### src/rtl/framer_pkg.sv
// Shared types and helpers for the I2S receive-side sample framer.
package framer_pkg;

  typedef enum logic [1:0] {
    IDLE  = 2'd0,
    RUN   = 2'd1,
    DRAIN = 2'd2
  } framer_state_e;

  localparam int unsigned DEFAULT_DATA_WIDTH = 24;

  // FIFO entries carry the sample plus its tlast bit.
  function automatic int unsigned fifo_entry_width(input int unsigned data_width);
    return data_width + 1;
  endfunction

endpackage

### src/rtl/sample_fifo.sv
// Synchronous FIFO with a registered output stage; the output register counts
// toward the 2^AW capacity, and a read frees a slot for a same-cycle write.
module sample_fifo #(
  parameter int unsigned WIDTH = 25,
  parameter int unsigned AW    = 4
) (
  input  logic             i_clk,
  input  logic             i_rst,
  input  logic             i_wr_en,
  input  logic [WIDTH-1:0] i_wr_data,
  input  logic             i_rd_ready,
  output logic [WIDTH-1:0] o_rd_data,
  output logic             o_rd_valid,
  output logic             o_full,
  output logic             o_empty
);

  localparam int unsigned DEPTH = 1 << AW;
  localparam logic [AW:0] FULL_LVL = {1'b1, {AW{1'b0}}};

  logic [WIDTH-1:0] r_mem [DEPTH];
  logic [AW-1:0]    r_wptr;
  logic [AW-1:0]    r_rptr;
  logic [AW:0]      r_mem_cnt;
  logic             r_valid;
  logic [WIDTH-1:0] r_dout;

  logic        w_rd;
  logic        w_wr;
  logic        w_pop;
  logic [AW:0] w_total;

  assign w_rd    = r_valid & i_rd_ready;
  assign w_total = r_mem_cnt + {{AW{1'b0}}, r_valid};
  assign o_full  = (w_total == FULL_LVL);
  assign o_empty = (w_total == '0);
  assign w_wr    = i_wr_en & (~o_full | w_rd);
  // Refill the output register only from the array, so a write never bypasses.
  assign w_pop   = (r_mem_cnt != '0) & (~r_valid | w_rd);

  always_ff @(posedge i_clk) begin
    if (w_wr) begin
      r_mem[r_wptr] <= i_wr_data;
    end
  end

  always_ff @(posedge i_clk or posedge i_rst) begin
    if (i_rst) begin
      r_wptr    <= '0;
      r_rptr    <= '0;
      r_mem_cnt <= '0;
      r_valid   <= 1'b0;
      r_dout    <= '0;
    end else begin
      if (w_wr) begin
        r_wptr <= r_wptr + AW'(1);
      end
      if (w_pop) begin
        r_rptr <= r_rptr + AW'(1);
      end
      case ({w_wr, w_pop})
        2'b10:   r_mem_cnt <= r_mem_cnt + {{AW{1'b0}}, 1'b1};
        2'b01:   r_mem_cnt <= r_mem_cnt - {{AW{1'b0}}, 1'b1};
        default: r_mem_cnt <= r_mem_cnt;
      endcase
      if (w_pop) begin
        r_dout  <= r_mem[r_rptr];
        r_valid <= 1'b1;
      end else if (w_rd) begin
        r_valid <= 1'b0;
      end
    end
  end

  assign o_rd_data  = r_dout;
  assign o_rd_valid = r_valid;

endmodule

### src/rtl/i2s_sample_framer.sv
// Captures one mic word per LRCLK period into a FIFO and streams it out in
// fixed-length frames. Optional drop counter: FRAMER_OVF_CNT_EN.
module i2s_sample_framer
  import framer_pkg::*;
#(
  parameter int unsigned C_DATA_WIDTH = DEFAULT_DATA_WIDTH,
  parameter int unsigned FRAME_LEN    = 256,
  parameter int unsigned FIFO_AW      = 4
) (
  input  logic                           CLK_12,
  input  logic                           reset,
  input  logic                           enable,
  input  logic                           LRCLK_I,
  input  logic signed [C_DATA_WIDTH-1:0] mic_sample,
  output logic signed [C_DATA_WIDTH-1:0] m_tdata,
  output logic                           m_tvalid,
  input  logic                           m_tready,
  output logic                           m_tlast,
  output logic                           busy,
  output logic                           ovf
`ifdef FRAMER_OVF_CNT_EN
  ,
  output logic [15:0]                    ovf_count
`endif
);

  localparam int unsigned EW = fifo_entry_width(C_DATA_WIDTH);
  localparam int unsigned CW = $clog2(FRAME_LEN);
  localparam logic [CW-1:0] LAST_IDX = CW'(FRAME_LEN - 1);

  framer_state_e r_state;
  framer_state_e w_state_nxt;
  logic          r_lrclk_q;
  logic [CW-1:0] r_frame_cnt;
  logic          r_ovf;

  logic          w_event;
  logic          w_cap;
  logic          w_room;
  logic          w_wr;
  logic          w_drop;
  logic          w_last;
  logic          w_fifo_full;
  logic          w_fifo_empty;
  logic [EW-1:0] w_rd_data;

  assign w_event = LRCLK_I & ~r_lrclk_q;
  assign w_cap   = w_event & (enable | (r_state != IDLE));
  assign w_room  = w_fifo_empty | ~w_fifo_full | (m_tvalid & m_tready);
  assign w_wr    = w_cap & w_room;
  assign w_drop  = w_cap & ~w_room;
  assign w_last  = (r_frame_cnt == LAST_IDX);

  always_comb begin
    w_state_nxt = r_state;
    unique case (r_state)
      IDLE: begin
        if (w_wr) begin
          w_state_nxt = RUN;
        end
      end
      RUN: begin
        // A dropped sample on a frame boundary leaves no open frame to finish.
        if (w_event & ~enable) begin
          if (w_wr ? w_last : (r_frame_cnt == '0)) begin
            w_state_nxt = IDLE;
          end else begin
            w_state_nxt = DRAIN;
          end
        end
      end
      DRAIN: begin
        if (enable) begin
          w_state_nxt = RUN;
        end else if (w_wr & w_last) begin
          w_state_nxt = IDLE;
        end
      end
      default: w_state_nxt = IDLE;
    endcase
  end

  always_ff @(posedge CLK_12 or posedge reset) begin
    if (reset) begin
      r_state     <= IDLE;
      r_lrclk_q   <= 1'b1;
      r_frame_cnt <= '0;
      r_ovf       <= 1'b0;
    end else begin
      r_state   <= w_state_nxt;
      r_lrclk_q <= LRCLK_I;
      if (w_wr) begin
        r_frame_cnt <= w_last ? '0 : r_frame_cnt + CW'(1);
      end
      if (w_drop) begin
        r_ovf <= 1'b1;
      end
    end
  end

`ifdef FRAMER_OVF_CNT_EN
  logic [15:0] r_ovf_count;

  always_ff @(posedge CLK_12 or posedge reset) begin
    if (reset) begin
      r_ovf_count <= '0;
    end else if (w_drop && (r_ovf_count != 16'hFFFF)) begin
      r_ovf_count <= r_ovf_count + 16'd1;
    end
  end

  assign ovf_count = r_ovf_count;
`endif

  sample_fifo #(
    .WIDTH (EW),
    .AW    (FIFO_AW)
  ) u_fifo (
    .i_clk      (CLK_12),
    .i_rst      (reset),
    .i_wr_en    (w_wr),
    .i_wr_data  ({w_last, mic_sample}),
    .i_rd_ready (m_tready),
    .o_rd_data  (w_rd_data),
    .o_rd_valid (m_tvalid),
    .o_full     (w_fifo_full),
    .o_empty    (w_fifo_empty)
  );

  assign m_tdata = w_rd_data[C_DATA_WIDTH-1:0];
  assign m_tlast = w_rd_data[C_DATA_WIDTH];
  assign busy    = (r_state != IDLE);
  assign ovf     = r_ovf;

endmodule

### config.mk
export PLATFORM = sky130hd
export DESIGN_NAME = i2s_sample_framer
export DESIGN_NICKNAME = d
export VERILOG_FILES = /design/src/rtl/framer_pkg.sv /design/src/rtl/sample_fifo.sv /design/src/rtl/i2s_sample_framer.sv
export SDC_FILE = /design/constraint.sdc
export NUM_CORES = 1
export LEC_CHECK = 0
export CAP_MARGIN = 25
export CELL_PAD_IN_SITES_DETAIL_PLACEMENT = 1
export CELL_PAD_IN_SITES_GLOBAL_PLACEMENT = 1
export CORE_ASPECT_RATIO = 0.8
export CORE_MARGIN = 5
export CORE_UTILIZATION = 58
export CTS_BUF_LIST = sky130_fd_sc_hd__clkbuf_4 sky130_fd_sc_hd__clkbuf_8 sky130_fd_sc_hd__clkbuf_16
export DETAILED_ROUTE_END_ITERATION = 10
export PLACE_DENSITY = 0.95
export SYNTH_ARGS = -nofsm -noshare
export SYNTH_HDL_FRONTEND = slang
export SYNTH_SLANG_ARGS = --single-unit
### constraint.sdc
create_clock -name CLK_12 -period 11.1 [get_ports CLK_12]
set_clock_uncertainty 0.1 [all_clocks]
set_input_delay 2.22 -clock CLK_12 [delete_from_list [all_inputs] [get_ports CLK_12]]
set_output_delay 2.22 -clock CLK_12 [all_outputs]
set_load 0.005 [all_outputs]
=== Yosys cells after proc, flatten, opt, wreduce, memory -nomap -nowiden ===
Memory sizes are Yosys's and may differ from the RTL's. A register that Yosys moved wholly into a read port is not among the register bits.
Cells that the tools add are included.

* Register bits after elaboration: 26
* RAM bits: 400
* Bits of input ports: 29
* Word-level logic and storage cells: 64
* Memories kept: 1

* $add $sub $neg: 6
* Eq/ne operators: 9
* Mux-type cells: 13
* Bitwise logic cells: 19
* Reduce and logical (&&, ||, !) cells: 8

{| class="wikitable"
|+ Memory list
! name !! depth !! width !! read ports !! clocked after memory_dff !! wr ports !! line !! RTL
|-
| u_fifo.r_mem || 16 || 25 || 1 || 1 || 1 || sample_fifo.sv:21 || <nowiki>logic [WIDTH-1:0] r_mem [DEPTH];</nowiki>
|}

{| class="wikitable"
|+ Operators by type and width
! operator !! count
|-
| $mux W2 || 5
|-
| $pmux W5 S2 || 1
|-
| $and A1 B1 Y1 || 9
|-
| $add A4 B1 Y4 const B || 2
|-
| $add A8 B1 Y8 const B || 1
|-
| $eq A8 B8 Y1 const B || 1
|-
| $logic_not A8 Y1 || 1
|-
| $mux W8 || 1
|-
| $pmux W2 S3 || 1
|-
| $reduce_bool A2 Y1 || 3
|-
| $add A5 B1 Y5 || 1
|-
| $add A5 B1 Y5 const B || 1
|-
| $eq A5 B5 Y1 const B || 1
|-
| $logic_not A5 Y1 || 1
|-
| $mux W1 || 5
|-
| $not A1 Y1 || 5
|-
| $or A1 B1 Y1 || 5
|-
| $reduce_bool A5 Y1 || 1
|-
| $sub A5 B1 Y5 const B || 1
|-
| $eq A2 B1 Y1 const B || 2
|-
| $eq A2 B2 Y1 const B || 2
|-
| $ne A3 B3 Y1 const B || 1
|-
| $reduce_and A3 Y1 || 1
|-
| $logic_not A2 Y1 || 1
|-
| other kinds (2) || 2
|}

=== Logic depth before layout (Yosys ltp) ===
* Depth in word-level cells: 10
* Depth in mapped cells: 13

=== Hierarchy ===
From an unflattened synthesis, not the netlist that was laid out.

* Cells, all modules: 877
* Area, all modules: 17,689.5 um^2

{| class="wikitable"
|+ Modules (own cells, without submodules)
! module !! times used !! cells each !! area an instance (um^2)
|-
| sample_fifo || 1 || 809 || 17,028.8
|-
| i2s_sample_framer || 1 || 68 || 660.6
|}

=== Least setup slack after synthesis ===
No wires, ideal clock.

* Path type: input to register
* From: input LRCLK_I
* To: memory u_fifo.r_mem[0][0] (enable)
* Setup time: 0.479 ns
* Arrival: 5.723 ns
* Required time: 10.521 ns
* Slack: 4.798 ns
* Cell stages on the path: 6
* Path buffers: 1
* Cells stage by stage: nor2b_1 buf_2 nand2_1 a21oi_2 inv_2 nor4b_1

* Longest elaborated chain between the ends: 6

{| class="wikitable"
|+ RTL lines
! item !! line !! RTL
|-
| start: declaration || i2s_sample_framer.sv:13 || <nowiki>input logic LRCLK_I,</nowiki>
|-
| $and A1 B1 Y1 || i2s_sample_framer.sv:47 || <nowiki>assign w_event = LRCLK_I & ~r_lrclk_q;</nowiki>
|-
| $and A1 B1 Y1 || i2s_sample_framer.sv:48 || <nowiki>assign w_cap = w_event & (enable | (r_state != IDLE));</nowiki>
|-
| $and A1 B1 Y1 || i2s_sample_framer.sv:50 || <nowiki>assign w_wr = w_cap & w_room;</nowiki>
|-
| $and A1 B1 Y1 || sample_fifo.sv:37 || <nowiki>assign w_wr = i_wr_en & (~o_full | w_rd);</nowiki>
|-
| $mux W1 || sample_fifo.sv:42 || <nowiki>if (w_wr) begin</nowiki>
|-
| $mux W1 (not written as such) || sample_fifo.sv:43 || <nowiki>r_mem[r_wptr] <= i_wr_data;</nowiki>
|-
| end: declaration || sample_fifo.sv:21 ||
|}

Every way passes these cells.

=== Worst setup path after layout ===
* From: input LRCLK_I
* To: register u_fifo.r_mem_cnt[4]

* Longest elaborated chain between the ends: 6
* Elaborated cells on any way between the ends: 8
* Those cells by class: 2 x eq/ne; 1 x mux; 4 x bitwise; 1 x reduce/logical

{| class="wikitable"
|+ RTL lines
! item !! line !! RTL
|-
| $and A1 B1 Y1 * || i2s_sample_framer.sv:47 ||
|-
| $and A1 B1 Y1 * || i2s_sample_framer.sv:48 ||
|-
| $and A1 B1 Y1 * || i2s_sample_framer.sv:50 ||
|-
| $and A1 B1 Y1 * || sample_fifo.sv:37 ||
|-
| $eq A2 B1 Y1 / $eq A2 B2 Y1 (equally long branches) || sample_fifo.sv:61 || <nowiki>case ({w_wr, w_pop})</nowiki>
|-
| $pmux W5 S2 / $reduce_bool A2 Y1 (equally long branches) || -- ||
|-
| end signal: assignment || sample_fifo.sv:62 || <nowiki>2'b10: r_mem_cnt <= r_mem_cnt + {{AW{1'b0}}, 1'b1};</nowiki>
|-
| end signal: assignment || sample_fifo.sv:63 || <nowiki>2'b01: r_mem_cnt <= r_mem_cnt - {{AW{1'b0}}, 1'b1};</nowiki>
|-
| end signal: assignment || sample_fifo.sv:64 || <nowiki>default: r_mem_cnt <= r_mem_cnt;</nowiki>
|-
| end: declaration || sample_fifo.sv:24 || <nowiki>logic [AW:0] r_mem_cnt;</nowiki>
|}

Every way passes the cells marked *; elsewhere a longest branch is shown, timed or not.
A chain may end at the register's enable or synchronous reset.

==> metrics.md <==
| Metric | Value |
|---|---|
| Post-DR vias/cell | 6.64 |
| Clk pwr share | 31.0% |
| Async set-reset flop share out of synthesis | 11.3% |
| Maximum VDD drop | 188 uV |
| Initial antenna violation count | 0 |
| Max_cap viols | 0 |
| Clk_lat worst skew | 0.57 ns |
| Psw | 0.00157 W |
| Crit path cell chain | clkdlybuf4s50_1 > nor2b_1 > nand2_1 > a21oi_2 > inv_2 > ha_1 > fa_1 > a21o_1 > a21oi_1 > mux2i_1 > xnor2_1 |
| Longest Clk Path Bufs | 3 |
| Headroom to the max-slew limit | 27.6% |
| Leak | 6.86 nW |
| Initial Util | 58.5% |
| Vias after detailed routing | 9448 |
| Worst-path clk slew | 0.06 ns |
| Switching share of power | 30.5% |
| Placed Area | 0.0187 sq mm |
| Total gr overflow | 0 |
| Total Wirelength | 47.1 mm |
| Worst path buffer plus inverter count | 2 |
| Post-synth EDFFs | 400 |
| Total CTS buffers | 43 |
| Syn Inst Count | 894 |
| TritonCTS clock tree | done |
| Layout fillers | 2390 |
| First-pass GRT wire length | 68.6 mm |
| IO Pins | 57 |
| Max incr delay on CP | 0.49 ns |
| Critical Path RT | 11.47 ns |
| Status | complete, no violations |
| GRT Overall Usage | 27.7% |
| Post-route minimum period | 5.50 ns |
| TritonRoute pass-1 iters | 5 |
| ANT nets after route | 0 |
| Syn avg cell area | 19.7 sq um |
| # nets final | 1017 |
| Residual DRC | 0 |
| Critical path peak fanout | 15 |
| Cell Pwr Density | 252 mW/mm^2 |
| CTS H-tree depth | 2 |
| Final hold vios | 0 |
| Setup-failing EPs final | 0 |
| Chip Height | 166 microns |
| Worst-Margin Slew | 1.08 ns |
| DPL Wire Length | 25.7 mm |
| PortBufs | 56 |
| Pin count of the biggest net entering global routing | 64 |
| Hold Crit Class | reg2reg |
| Mapped Area | 0.0176 sq mm |
| Final instance area | 0.0204 sq mm |
| Post-cts resize count | 0 |
| Ys Warns | 0 |
| Number of max-slew violations in the final report | 0 |
| Crit end category | flop |
| Hold buffer count at CTS | 0 |
| # diodes | 0 |
| Most used DFF post-synth | edfxtp_1 |
| Vias in the first global route | 10200 |
| Crit Path Category | in2reg |
| Tcrit/Tclk final | 49.5% |
| Synth Register Bits | 451 |
| Core area | 0.0302 sq mm |
| RSZ-0062 raised after global routing | no |
| Seq pwr share | 43.0% |
| Worst-path cell with the longest stage delay | clkdlybuf4s50_1 |
| DR iter-0 viols | 1365 |
| Total negative slack | 0 ns |
| Netlist cell types | 59 |
| Rows | 57 |
| Critical path arrival | 5.87 ns |
| Pint | 0.00357 W |
| CTS Sinks | 451 |
| DR WL/cell | 33.1 microns |
| Die Wd | 205 microns |
| Achievable clock frequency | 0.182 GHz |
| Setup bufs post-CTS | 0 |
| Startpoint types | input pin |
| Post-Syn Nets | 937 |
| Layout cells sized above 1 | 21.1% |
| DIE AREA | 0.0340 sq mm |
| Root buf cell | clkbuf_16 |
| Comb power frac | 26.0% |
| Post-synthesis sequential area ratio | 75.3% |
| CP delay by family, top | buffers and inverters |
| GPL Wtd Cong | 0.783 |
| P&R area growth vs syn | 15.5% |
[sequential cells by signal (all words and copies together) (netlist names)]
| signal | cells |
|---|---|
| ovf | 1 |
| r_state | 2 |
| u_fifo.r_wptr | 4 |
| u_fifo.r_mem_cnt | 5 |
| u_fifo.o_rd_valid | 1 |
| r_lrclk_q | 1 |
| u_fifo.o_rd_data | 25 |
| r_frame_cnt | 8 |
| u_fifo.r_mem | 400 |
| u_fifo.r_rptr | 4 |
[metal layers]
metal / up-vias / wire, microns / part of all wire, % / track usage (%)
met1: 4951 / 17700 / 38 / 36.8
met2: 553 / 24000 / 51 / 45.6
met3: 126 / 3830 / 8.1 / 5.94
li1: 3818 / - / - / -
met5: - / 0 / 0 / 0
met4: 0 / 1580 / 3.4 / 10.3
[power by group through the flow]
stage	registers, W	clock network (W)	logic (W)
floorplan	0.00210	0	0.000934
global placement	0.00224	0	0.00117
detailed placement	0.00226	0	0.00125
CTS	0.00223	0.00160	0.00128
global route	0.00222	0.00170	0.00141
finish	0.00221	0.00159	0.00134
[stage by stage]
step / instances / hold slack (ns) / util, % / worst slack (ns) / total power, W
after floorplan: 894 / 0.357 / - / 4.80 / 0.00304
after global placement: 1334 / 0.378 / 62.0 / 5.12 / 0.00341
after detailed placement: 1334 / 0.380 / 62.0 / 4.83 / 0.00352
after CTS: 1414 / 0.395 / 67.1 / 5.40 / 0.00511
after global routing: 1422 / 0.403 / 67.5 / 5.36 / 0.00534
final: 1422 / 0.391 / 67.5 / 5.60 / 0.00513
[cells in the final DEF, fill, tap and decap left out, drive strengths merged, types with 14 or more instances in the layout]
cell           instances
inv                   15
clkbuf                57
dfrtp                 50
o22ai                 22
mux4                  78
a21oi                 29
a211oi                14
o221ai                14
edfxtp               400
buf                   24
nor2                  20
clkdlybuf4s50         56
nand2                 33
mux2i                 77
[synth_stat cells, drive strengths merged (6+ instances only)]
library cell | instances | share of area, %
dfrtp | 50 | 7.1
xnor2 | 6 | 0.30
mux2i | 77 | 4.4
clkbuf | 20 | 0.43
nand3 | 13 | 0.37
a21oi | 29 | 0.84
edfxtp | 400 | 68
a211oi | 14 | 0.60
o22ai | 22 | 0.78
nor2 | 20 | 0.43
xor2 | 6 | 0.30
nand2 | 33 | 0.72
inv | 11 | 0.25
buf | 27 | 0.89
o221ai | 14 | 0.70
ha | 13 | 0.92
mux4 | 78 | 10
[worst paths after layout]
check,from,end,slack (ns),cells past startpoint
worst max-delay path,LRCLK_I,u_fifo.r_mem_cnt[4]$_DFFE_PP0P_,5.60,11
worst min-delay path,r_frame_cnt[6]$_DFFE_PP0P_,r_frame_cnt[6]$_DFFE_PP0P_,0.39,1
worst max register to register,u_fifo.r_mem_cnt[0]$_DFFE_PP0P_,u_fifo.r_mem_cnt[4]$_DFFE_PP0P_,7.04,13
worst min register to register,r_frame_cnt[6]$_DFFE_PP0P_,r_frame_cnt[6]$_DFFE_PP0P_,0.39,1
max in group asynchronous,reset,u_fifo.r_rptr[3]$_DFFE_PP0P_,8.16,3
min in group asynchronous,reset,u_fifo.o_rd_data[2]$_DFFE_PP0P_,2.12,3
[kinds of logic (layout without fill, tap and decap cells)]
logic type	after synthesis	after routing	share of synthesized area, %
buffers and inverters	58	173	1.56
flip-flops	451	451	75.3
adder cells (fa/ha/maj)	14	14	1.04
XOR/XNOR	12	12	0.596
multiplexers	157	157	14.5
AO/OA/AOI/OAI	99	99	3.89
AND/OR/NAND/NOR	103	103	3.11
[area by class of cell]
class,count,area [sq um],share of cell area (%)
clock buffers,55,1200,5.87
well taps,413,517,2.54
flip-flops and latches,451,13300,65.3
repair buffers,82,837,4.11
inverters,11,43.8,0.215
clock inverters,25,332,1.63
multi-input cells,385,4150,20.4
No activity file was read; power rests on OpenSTA's default activity.
